### config.mk
export PLATFORM = sky130hd
export DESIGN_NAME = pipelined_addsub_flat
export DESIGN_NICKNAME = d
export VERILOG_FILES = /design/src/rtl/pipelined_addsub_pkg.sv /design/src/rtl/pipelined_addsub_if.sv /design/src/rtl/pipelined_addsub_segment.sv /design/src/rtl/pipelined_addsub.sv /design/src/flat_wrapper.sv
export SDC_FILE = /design/constraint.sdc
export NUM_CORES = 1
export LEC_CHECK = 0
export ABC_AREA = 1
export BUFFER_PORTS_ARGS = -buffer_cell sky130_fd_sc_hd__buf_2
export CORE_ASPECT_RATIO = 1.2
export CORE_UTILIZATION = 57
export DETAILED_ROUTE_END_ITERATION = 10
export PLACE_DENSITY = 0.87
export RECOVER_POWER = 25
export SLEW_MARGIN = 40
export SYNTH_ARGS = -nofsm -noshare
export SYNTH_HDL_FRONTEND = slang
export SYNTH_SLANG_ARGS = --single-unit
export TNS_END_PERCENT = 20
### constraint.sdc
create_clock -name clk -period 4.1 [get_ports clk]
set_clock_uncertainty 0.2 [all_clocks]
set_input_delay 0.615 -clock clk [delete_from_list [all_inputs] [get_ports clk]]
set_output_delay 0.615 -clock clk [all_outputs]
set_load 0.02 [all_outputs]
### src/rtl/pipelined_addsub_pkg.sv
// Shared constants and helpers for the pipelined adder-subtractor.
package addsub_pkg;

  // Operation mode, carried alongside each op as the in_sub bit.
  localparam logic ADD = 1'b0;
  localparam logic SUB = 1'b1;

  // Signed clamp constant for a given width: sign=0 -> max positive, sign=1 -> min negative.
  // Callers size-cast the result down to their own width.
  function automatic logic [63:0] sat_value(input logic sign, input int unsigned width);
    logic [63:0] v;
    v = 64'd1 << (width - 1);
    return sign ? v : (v - 64'd1);
  endfunction

endpackage

### src/rtl/pipelined_addsub_if.sv
// Operand/result stream bundle for pipelined_addsub.
interface pipelined_addsub_if #(
  parameter int unsigned WIDTH = 16
);
  logic             in_valid;
  logic             in_ready;
  logic [WIDTH-1:0] in_a;
  logic [WIDTH-1:0] in_b;
  logic             in_sub;
  logic             out_valid;
  logic             out_ready;
  logic [WIDTH-1:0] out_s;
  logic             out_cout;
  logic             out_ovf;

  // Producer/consumer side driving operands and accepting results.
  modport master (
    output in_valid, in_a, in_b, in_sub, out_ready,
    input  in_ready, out_valid, out_s, out_cout, out_ovf
  );

  // The adder-subtractor itself.
  modport slave (
    input  in_valid, in_a, in_b, in_sub, out_ready,
    output in_ready, out_valid, out_s, out_cout, out_ovf
  );
endinterface

### src/rtl/pipelined_addsub_segment.sv
// Combinational SEG_W-bit ripple add/sub slice. B is inverted when i_sub is set; the
// caller supplies the carry-in (the op's sub bit for the lowest slice).
module addsub_segment
  import addsub_pkg::*;
#(
  parameter int unsigned SEG_W = 4
) (
  input  logic [SEG_W-1:0] i_a,
  input  logic [SEG_W-1:0] i_b,
  input  logic             i_sub,
  input  logic             i_cin,
  output logic [SEG_W-1:0] o_s,
  output logic             o_cout,
  output logic             o_c_msb_in
);

  logic [SEG_W-1:0] w_b;
  logic [SEG_W:0]   w_c;

  assign w_b = (i_sub == SUB) ? ~i_b : i_b;

  // Ripple carry through the slice, LSB first.
  always_comb begin
    w_c    = '0;
    o_s    = '0;
    w_c[0] = i_cin;
    for (int i = 0; i < int'(SEG_W); i++) begin
      o_s[i]   = i_a[i] ^ w_b[i] ^ w_c[i];
      w_c[i+1] = (i_a[i] & w_b[i]) | (w_c[i] & (i_a[i] ^ w_b[i]));
    end
  end

  assign o_cout     = w_c[SEG_W];
  // Carry into the slice MSB; only meaningful for the top slice (signed overflow).
  assign o_c_msb_in = w_c[SEG_W-1];

endmodule

### src/rtl/pipelined_addsub.sv
// Pipelined signed/unsigned adder-subtractor. The carry chain is cut every SEG_W bits with
// one register stage per slice; operands ride along unchanged and each stage overwrites its
// own slice of the running result, so all bits of an op leave the last stage together.
module pipelined_addsub
  import addsub_pkg::*;
#(
  parameter int unsigned WIDTH  = 16,
  parameter int unsigned SEG_W  = 4,
  parameter bit          SAT_EN = 1'b0
) (
  input logic             clk,
  input logic             rst,
  pipelined_addsub_if.slave bus
);

  localparam int unsigned NSEG = WIDTH / SEG_W;
  localparam logic [WIDTH-1:0] SatPos = WIDTH'(sat_value(1'b0, WIDTH));
  localparam logic [WIDTH-1:0] SatNeg = WIDTH'(sat_value(1'b1, WIDTH));

  if ((WIDTH % SEG_W) != 0) begin : g_bad_width
    $error("pipelined_addsub: WIDTH must be a multiple of SEG_W");
  end

  // Per-stage registers; index k holds the state after slice k has been resolved.
  logic             r_vld [NSEG];
  logic             r_sub [NSEG];
  logic             r_c   [NSEG];
  logic [WIDTH-1:0] r_a   [NSEG];
  logic [WIDTH-1:0] r_b   [NSEG];
  logic [WIDTH-1:0] r_s   [NSEG];
  logic             r_cout;
  logic             r_ovf;

  // Stage inputs (from the bus for stage 0, else from the previous stage) and next state.
  logic             w_ivld [NSEG];
  logic             w_isub [NSEG];
  logic             w_icin [NSEG];
  logic [WIDTH-1:0] w_ia   [NSEG];
  logic [WIDTH-1:0] w_ib   [NSEG];
  logic [WIDTH-1:0] w_is   [NSEG];
  logic [WIDTH-1:0] w_ns   [NSEG];
  logic [SEG_W-1:0] w_seg_s   [NSEG];
  logic             w_seg_co  [NSEG];
  logic             w_seg_cmi [NSEG];

  logic w_en;
  logic w_cout;
  logic w_ovf;

  // Global stall: everything moves only when the output slot is free or being drained.
  assign w_en = ~r_vld[NSEG-1] | bus.out_ready;

  // Flags come from the top slice; cout is reported as borrow for subtraction.
  assign w_cout = w_seg_co[NSEG-1] ^ w_isub[NSEG-1];
  assign w_ovf  = w_seg_cmi[NSEG-1] ^ w_seg_co[NSEG-1];

  for (genvar k = 0; k < int'(NSEG); k++) begin : g_stage
    logic [WIDTH-1:0] w_merge;

    if (k == 0) begin : g_first
      assign w_ivld[k] = bus.in_valid;
      assign w_isub[k] = bus.in_sub;
      assign w_icin[k] = bus.in_sub;
      assign w_ia[k]   = bus.in_a;
      assign w_ib[k]   = bus.in_b;
      assign w_is[k]   = '0;
    end else begin : g_next
      assign w_ivld[k] = r_vld[k-1];
      assign w_isub[k] = r_sub[k-1];
      assign w_icin[k] = r_c[k-1];
      assign w_ia[k]   = r_a[k-1];
      assign w_ib[k]   = r_b[k-1];
      assign w_is[k]   = r_s[k-1];
    end

    addsub_segment #(
      .SEG_W (SEG_W)
    ) u_seg (
      .i_a        (w_ia[k][k*SEG_W +: SEG_W]),
      .i_b        (w_ib[k][k*SEG_W +: SEG_W]),
      .i_sub      (w_isub[k]),
      .i_cin      (w_icin[k]),
      .o_s        (w_seg_s[k]),
      .o_cout     (w_seg_co[k]),
      .o_c_msb_in (w_seg_cmi[k])
    );

    // Drop this stage's slice into the running result.
    always_comb begin
      w_merge                      = w_is[k];
      w_merge[k*SEG_W +: SEG_W]    = w_seg_s[k];
    end

    if (k == int'(NSEG) - 1) begin : g_last
      // Overflow needs matching effective operand signs, so A's sign picks the clamp.
      assign w_ns[k] = (SAT_EN && w_ovf) ? (w_ia[k][WIDTH-1] ? SatNeg : SatPos) : w_merge;
    end else begin : g_mid
      assign w_ns[k] = w_merge;
    end
  end

  // Advance all stages together; bubbles move like data.
  always_ff @(posedge clk) begin
    if (rst) begin
      for (int k = 0; k < int'(NSEG); k++) begin
        r_vld[k] <= 1'b0;
        r_sub[k] <= 1'b0;
        r_c[k]   <= 1'b0;
        r_a[k]   <= '0;
        r_b[k]   <= '0;
        r_s[k]   <= '0;
      end
      r_cout <= 1'b0;
      r_ovf  <= 1'b0;
    end else if (w_en) begin
      for (int k = 0; k < int'(NSEG); k++) begin
        r_vld[k] <= w_ivld[k];
        r_sub[k] <= w_isub[k];
        r_c[k]   <= w_seg_co[k];
        r_a[k]   <= w_ia[k];
        r_b[k]   <= w_ib[k];
        r_s[k]   <= w_ns[k];
      end
      r_cout <= w_cout;
      r_ovf  <= w_ovf;
    end
  end

  assign bus.in_ready  = w_en;
  assign bus.out_valid = r_vld[NSEG-1];
  assign bus.out_s     = r_s[NSEG-1];
  assign bus.out_cout  = r_cout;
  assign bus.out_ovf   = r_ovf;

endmodule
### src/flat_wrapper.sv
// flat-port wrapper written by rule: the top's interface ports become plain ports
module pipelined_addsub_flat import addsub_pkg::*;
#(
  parameter int unsigned WIDTH  = 16,
  parameter int unsigned SEG_W  = 4,
  parameter bit          SAT_EN = 1'b0
)
  (clk, rst, bus_in_valid, bus_in_a, bus_in_b, bus_in_sub, bus_out_ready, bus_in_ready, bus_out_valid, bus_out_s, bus_out_cout, bus_out_ovf);
  pipelined_addsub_if #(.WIDTH(WIDTH)) bus_i ();
  input logic clk;
  input logic rst;
  input wire logic [$bits(bus_i.in_valid)-1:0] bus_in_valid;
  input wire logic [$bits(bus_i.in_a)-1:0] bus_in_a;
  input wire logic [$bits(bus_i.in_b)-1:0] bus_in_b;
  input wire logic [$bits(bus_i.in_sub)-1:0] bus_in_sub;
  input wire logic [$bits(bus_i.out_ready)-1:0] bus_out_ready;
  output wire logic [$bits(bus_i.in_ready)-1:0] bus_in_ready;
  output wire logic [$bits(bus_i.out_valid)-1:0] bus_out_valid;
  output wire logic [$bits(bus_i.out_s)-1:0] bus_out_s;
  output wire logic [$bits(bus_i.out_cout)-1:0] bus_out_cout;
  output wire logic [$bits(bus_i.out_ovf)-1:0] bus_out_ovf;
  assign bus_i.in_valid = bus_in_valid;
  assign bus_i.in_a = bus_in_a;
  assign bus_i.in_b = bus_in_b;
  assign bus_i.in_sub = bus_in_sub;
  assign bus_i.out_ready = bus_out_ready;
  assign bus_in_ready = bus_i.in_ready;
  assign bus_out_valid = bus_i.out_valid;
  assign bus_out_s = bus_i.out_s;
  assign bus_out_cout = bus_i.out_cout;
  assign bus_out_ovf = bus_i.out_ovf;
  pipelined_addsub #(.WIDTH(WIDTH), .SEG_W(SEG_W), .SAT_EN(SAT_EN)) u_core (.clk(clk), .rst(rst), .bus(bus_i));
endmodule
---- After elaboration in Yosys (flattened, before gate mapping) ----
Memory sizes are Yosys's and may differ from the RTL's.
Cells that the tools add are included.
cells by class
  bitwise logic cells ..................... 112
  mux-type cells .......................... 33
operators by type and width
  cell         number
  $mux 16      12
  $or 1x1->1   41
  $xor 1x1->1  34
  $and 1x1->1  32
  $mux 1       17
  $mux 4       4
  $not 4->4    4
  $not 1->1    1
word-level totals
  bits in writable memories ............... 204
  register bits after elaboration ......... 2
  input bits .............................. 37
  memories ................................ 6
memories
  memory        depth  width  read ports  clocked after memory_dff  wr ports  line                    RTL
  u_core.r_a    4      16     3           0                         4         pipelined_addsub.sv:28  logic [WIDTH-1:0] r_a [NSEG];
  u_core.r_b    4      16     3           0                         4         pipelined_addsub.sv:29  logic [WIDTH-1:0] r_b [NSEG];
  u_core.r_s    4      16     4           0                         4         pipelined_addsub.sv:30  logic [WIDTH-1:0] r_s [NSEG];
  u_core.r_c    4      1      3           0                         4         pipelined_addsub.sv:27  logic r_c [NSEG];
  u_core.r_sub  4      1      3           0                         4         pipelined_addsub.sv:26  logic r_sub [NSEG];
  u_core.r_vld  4      1      4           0                         4         pipelined_addsub.sv:25  logic r_vld [NSEG];

---- Logic depth before layout (Yosys ltp) ----
An unclocked memory read counts as a cell.
  word-level depth ........................ 13
  gate-level depth with buffers ........... 13
  mapped depth without buffers ............ 12

---- Modules after synthesis ----
A second synthesis with hierarchy kept.
unflattened totals
  cells, all modules ...................... 444
  area total of the unflattened synthesis .. 4738.3 um^2
modules (own cells, without submodules)
  module            area each (um^2)  cells an instance  instances  sequential area each (um^2)
  pipelined_addsub  4042.6            328                1          2982.9
  addsub_segment    173.9             29                 4          0.0

---- Worst setup path before layout ----
No wires, ideal clock.
  path kind ............................... input -> register
  start point ............................. in bus_out_ready
  end point ............................... mem u_core.r_a[0][10] (enable)
  path slack .............................. 503 ps
  arrival ................................. 2937 ps
  cell stages on the path ................. 4
  required time ........................... 3440 ps
  setup time .............................. 460 ps
  cell sequence ........................... inv_2 nand2_4 inv_1 nand2_1
RTL lines
  item             line                    RTL
  start, declared  flat_wrapper.sv:16      input wire logic [$bits(bus_i.out_ready)-1:0] bus_out_ready;
  end, declared    pipelined_addsub.sv:28

==> out/qor.csv <==
stage,metric,value,unit
status,violations,"capacitance limit, slew limit",
logic_synthesis,ys_warn_count,0,
sta,min_period_over_period,72.7,%
power,p_seq_share,56.8,%
cts,hold_buffers,0,
cts,post-cts-setup-buffers,0,
cells_and_area,syn_to_final_growth,12.2,%
sta,slew_viol_final,99,
worst_setup_path,reg2reg_setup_slack,1.12,ns
detailed_routing,drt-total-wl,6150,um
detailed_routing,vias_per_cell,4.55,
power,powerDensity,437,nW/um^2
worst_setup_path,cp.required,4.22,ns
worst_setup_path,cp-end-kind,flop,
cells_and_area,drive_gt1_share,20.6,%
cts,cts_tree,yes,
global_route,grt_pass1_vias,2350,
placement,gp_congestion,0.734,
floorplan,start_util,60.0,%
cts,clk_latency,0.36,ns
cells_and_area,num_antenna_cells,0,
logic_synthesis,yosysUniqueCellTypes,17,
min_path,hp-class,reg -> reg,
global_route,antenna_found_initial,0,
logic_synthesis,ys_seq_elements,100,
worst_setup_path,slowest_delay,0.51,ns
logic_synthesis,synth_xor_area_share,2.96,%
worst_setup_path,crit_family,adder cells,
global_route,grt_usage,17.6,%
detailed_routing,drt_iter0_drc,114,
power,internal_power,1.69,mW
cells_and_area,final_nets,480,
cts,cts_sinks,100,
cts,h-tree-depth,3,
cts,cts_buffer_depth,2,
cts,clkTransAtPathRegs,0.09,ns
floorplan,core_area,7400,sq um
detailed_routing,detail_route.wl_per_cell,11.8,um
detailed_routing,first_pass_iters,6,
power,leakagePower,2.33,nW
detailed_routing,route.detailed.drc,0,
sta,tightest_slew,1.77,ns
logic_synthesis,synth_fa_ha_area_share,6.76,%
worst_setup_path,cp.arrival,3.10,ns
global_route,grt-ovfl-total,0,
power,combPwrFrac,9.5,%
worst_setup_path,rr_worst_depth,12,
worst_setup_path,critPathKind,reg -> reg,
worst_setup_path,cp.buffers_inverters,3,
floorplan,die_h,98.7,um
status,status,finished with violations,
sta,rsz0062_at_grt,no,
worst_setup_path,critical_path.startpoint,u_core.r_sub[0][2],
sta,finalHoldViolations,0,
job,maxCapViolations,1,
worst_setup_path,worstPathCellList,xnor2_1 -> fa_1 -> inv_1 -> fa_1 -> inv_1 -> fa_1 -> fa_1 -> inv_1 -> nand2_1 -> nand2_1 -> nand2_1 -> nand2_1,
sta,finalSetupViolCount,0,
floorplan,die-area,8150,sq um
sta,hold_ws,0.292,ns
global_route,grt_max_degree,99,
floorplan,pin_count,57,
worst_setup_path,crit_path_top_delay_cell,edfxtp_1,
worst_setup_path,cp.depth,12,
detailed_routing,vias,2380,
global_route,grt_pass1_wl,10400,um
sta,fmax,335,MHz
worst_setup_path,crit_fanout,6,
logic_synthesis,synthCells,373,
logic_synthesis,syn_avg_cell_area,11.9,sq um
sta,fin_crit,2.98,ns
cts,cts.repair.resized,0,
cts,cts_made_buffers,9,
floorplan,die_w,82.6,um
logic_synthesis,seq_area_frac_synth,67.2,%
placement,numPortBuffers,56,
sta,setup_tns,0,ns
power,switchingPower,0.481,mW
logic_synthesis,synth-compound-area-share,0.338,%
worst_setup_path,r2r_start,u_core.r_sub[0][2],
logic_synthesis,synth_top_family_by_area,buffers and inverters,
sta,max-slew-margin-rel,-18.4,%
power,p_sw_share,22.1,%
placement,dp_hpwl,3780,um
cts,cts.root.buffer_cell,clkbuf_8,
logic_synthesis,muxShareOfSynthArea,0,%
power,clkPwrFrac,33.6,%
power,ir_drop,0.270,mV
worst_setup_path,startpoint_type,flop,
worst_setup_path,cp-endpoint,u_core.bus.out_cout,
logic_synthesis,syn_area,4440,sq um
floorplan,num_rows,34,
worst_setup_path,regToRegEndpoint,u_core.bus.out_cout,
logic_synthesis,synthSimpleGateAreaFrac,11.2,%
detailed_routing,ant_nets,0,
logic_synthesis,syn_nets,425,
==> power by group through the flow <==
stage	clock [mW]	combinational (mW)	sequential, mW
2_1_floorplan	0	0.138	1.27
4_1_cts	0.742	0.213	1.24
3_5_place_dp	0	0.209	1.26
3_3_place_gp	0	0.192	1.25
6_report	0.732	0.207	1.24
5_1_grt	0.774	0.238	1.25
==> cell usage after synthesis, drive strengths merged <==
library cell | number | area [sq um]
inv | 113 | 424
nand3 | 2 | 10.0
a21oi | 2 | 10.0
xnor2 | 9 | 78.8
buf | 13 | 91.3
edfxtp | 98 | 2940
nor2 | 97 | 414
o21ai | 1 | 5.00
dfxtp | 2 | 40.0
xor2 | 6 | 52.6
nand2 | 15 | 71.3
fa | 15 | 300
==> worst register-to-register path: cells and delay by family, from the launching register on <==
kind | cells | cell delay [ns]
XOR/XNOR | 1 | 0.20
adder cells (fa/ha/maj) | 4 | 1.46
buffers and inverters | 3 | 0.30
flip-flops | 1 | 0.51
AND/OR/NAND/NOR | 4 | 0.26
==> worst min path at each step <==
| stage | to | from | cells past startpoint |
|---|---|---|---|
| after CTS | u_core.bus.out_cout | u_core.bus.out_cout | 2 |
| after detailed placement | u_core.bus.out_cout | u_core.bus.out_cout | 2 |
| after global placement | u_core.bus.out_ovf | u_core.bus.out_ovf | 2 |
| final | u_core.bus.out_cout | u_core.bus.out_cout | 2 |
| after global routing | u_core.bus.out_cout | u_core.bus.out_cout | 2 |
| after floorplan | u_core.r_a[0][46] | u_core.r_a[0][30] | 2 |
==> registers in the layout, indices dropped and copies added (netlist names) <==
| name | cells |
|---|---|
| u_core.r_b | 24 |
| u_core.r_sub | 3 |
| u_core.bus.out_ovf | 1 |
| u_core.r_s | 40 |
| u_core.r_a | 24 |
| u_core.r_c | 3 |
| u_core.bus.out_cout | 1 |
| u_core.r_vld | 4 |
==> metal layers <==
metal / global-route usage [%] / vias to the layer above / share of wire, % / wire [um]
li1: - / 1215 / - / -
met1: 20.9 / 1083 / 39 / 2390
met2: 28.2 / 63 / 53 / 3250
met3: 4.26 / 19 / 4.4 / 273
met4: 11.4 / 0 / 3.7 / 226
met5: 0 / - / 0 / 0
==> cells in the final DEF (no fill, tap or decap), drive strengths merged <==
cell type  instances
a21oi              2
buf               57
bufinv             3
clkbuf             9
clkinv             3
clkinvlp           1
dfxtp              2
edfxtp            98
fa                15
inv              113
nand2             15
nand3              2
nor2              97
o21ai              1
xnor2              9
xor2               6
==> cells by family after synthesis <==
| kind of cell | Yosys count |
|---|---|
| AO/OA/AOI/OAI | 3 |
| AND/OR/NAND/NOR | 114 |
| XOR/XNOR | 15 |
| flip-flops | 100 |
| adder cells (fa/ha/maj) | 15 |
| buffers and inverters | 126 |
==> final cells by class <==
| class | count | area (sq um) |
|---|---|---|
| clock buffers | 9 | 124 |
| flip-flops and latches | 100 | 2980 |
| repair buffers | 57 | 300 |
| inverters | 113 | 424 |
| fillers | 561 | 2420 |
| multi-input cells | 147 | 925 |
| well taps | 90 | 113 |
| clock inverters | 7 | 115 |
==> through the flow <==
step                      cell area (sq um)  instances  util, %  total power [mW]  worst slack [ns]
after global routing                   4980        523     67.3              2.26             0.961
after global placement                 4770        507     64.4              1.45              1.39
final                                  4980        523     67.3              2.18              1.12
after CTS                              5020        523     67.8              2.19              1.10
after floorplan                        4440        373        -              1.41             0.503
after detailed placement               4780        507     64.6              1.47              1.26
(Power assumes the default switching activity.)
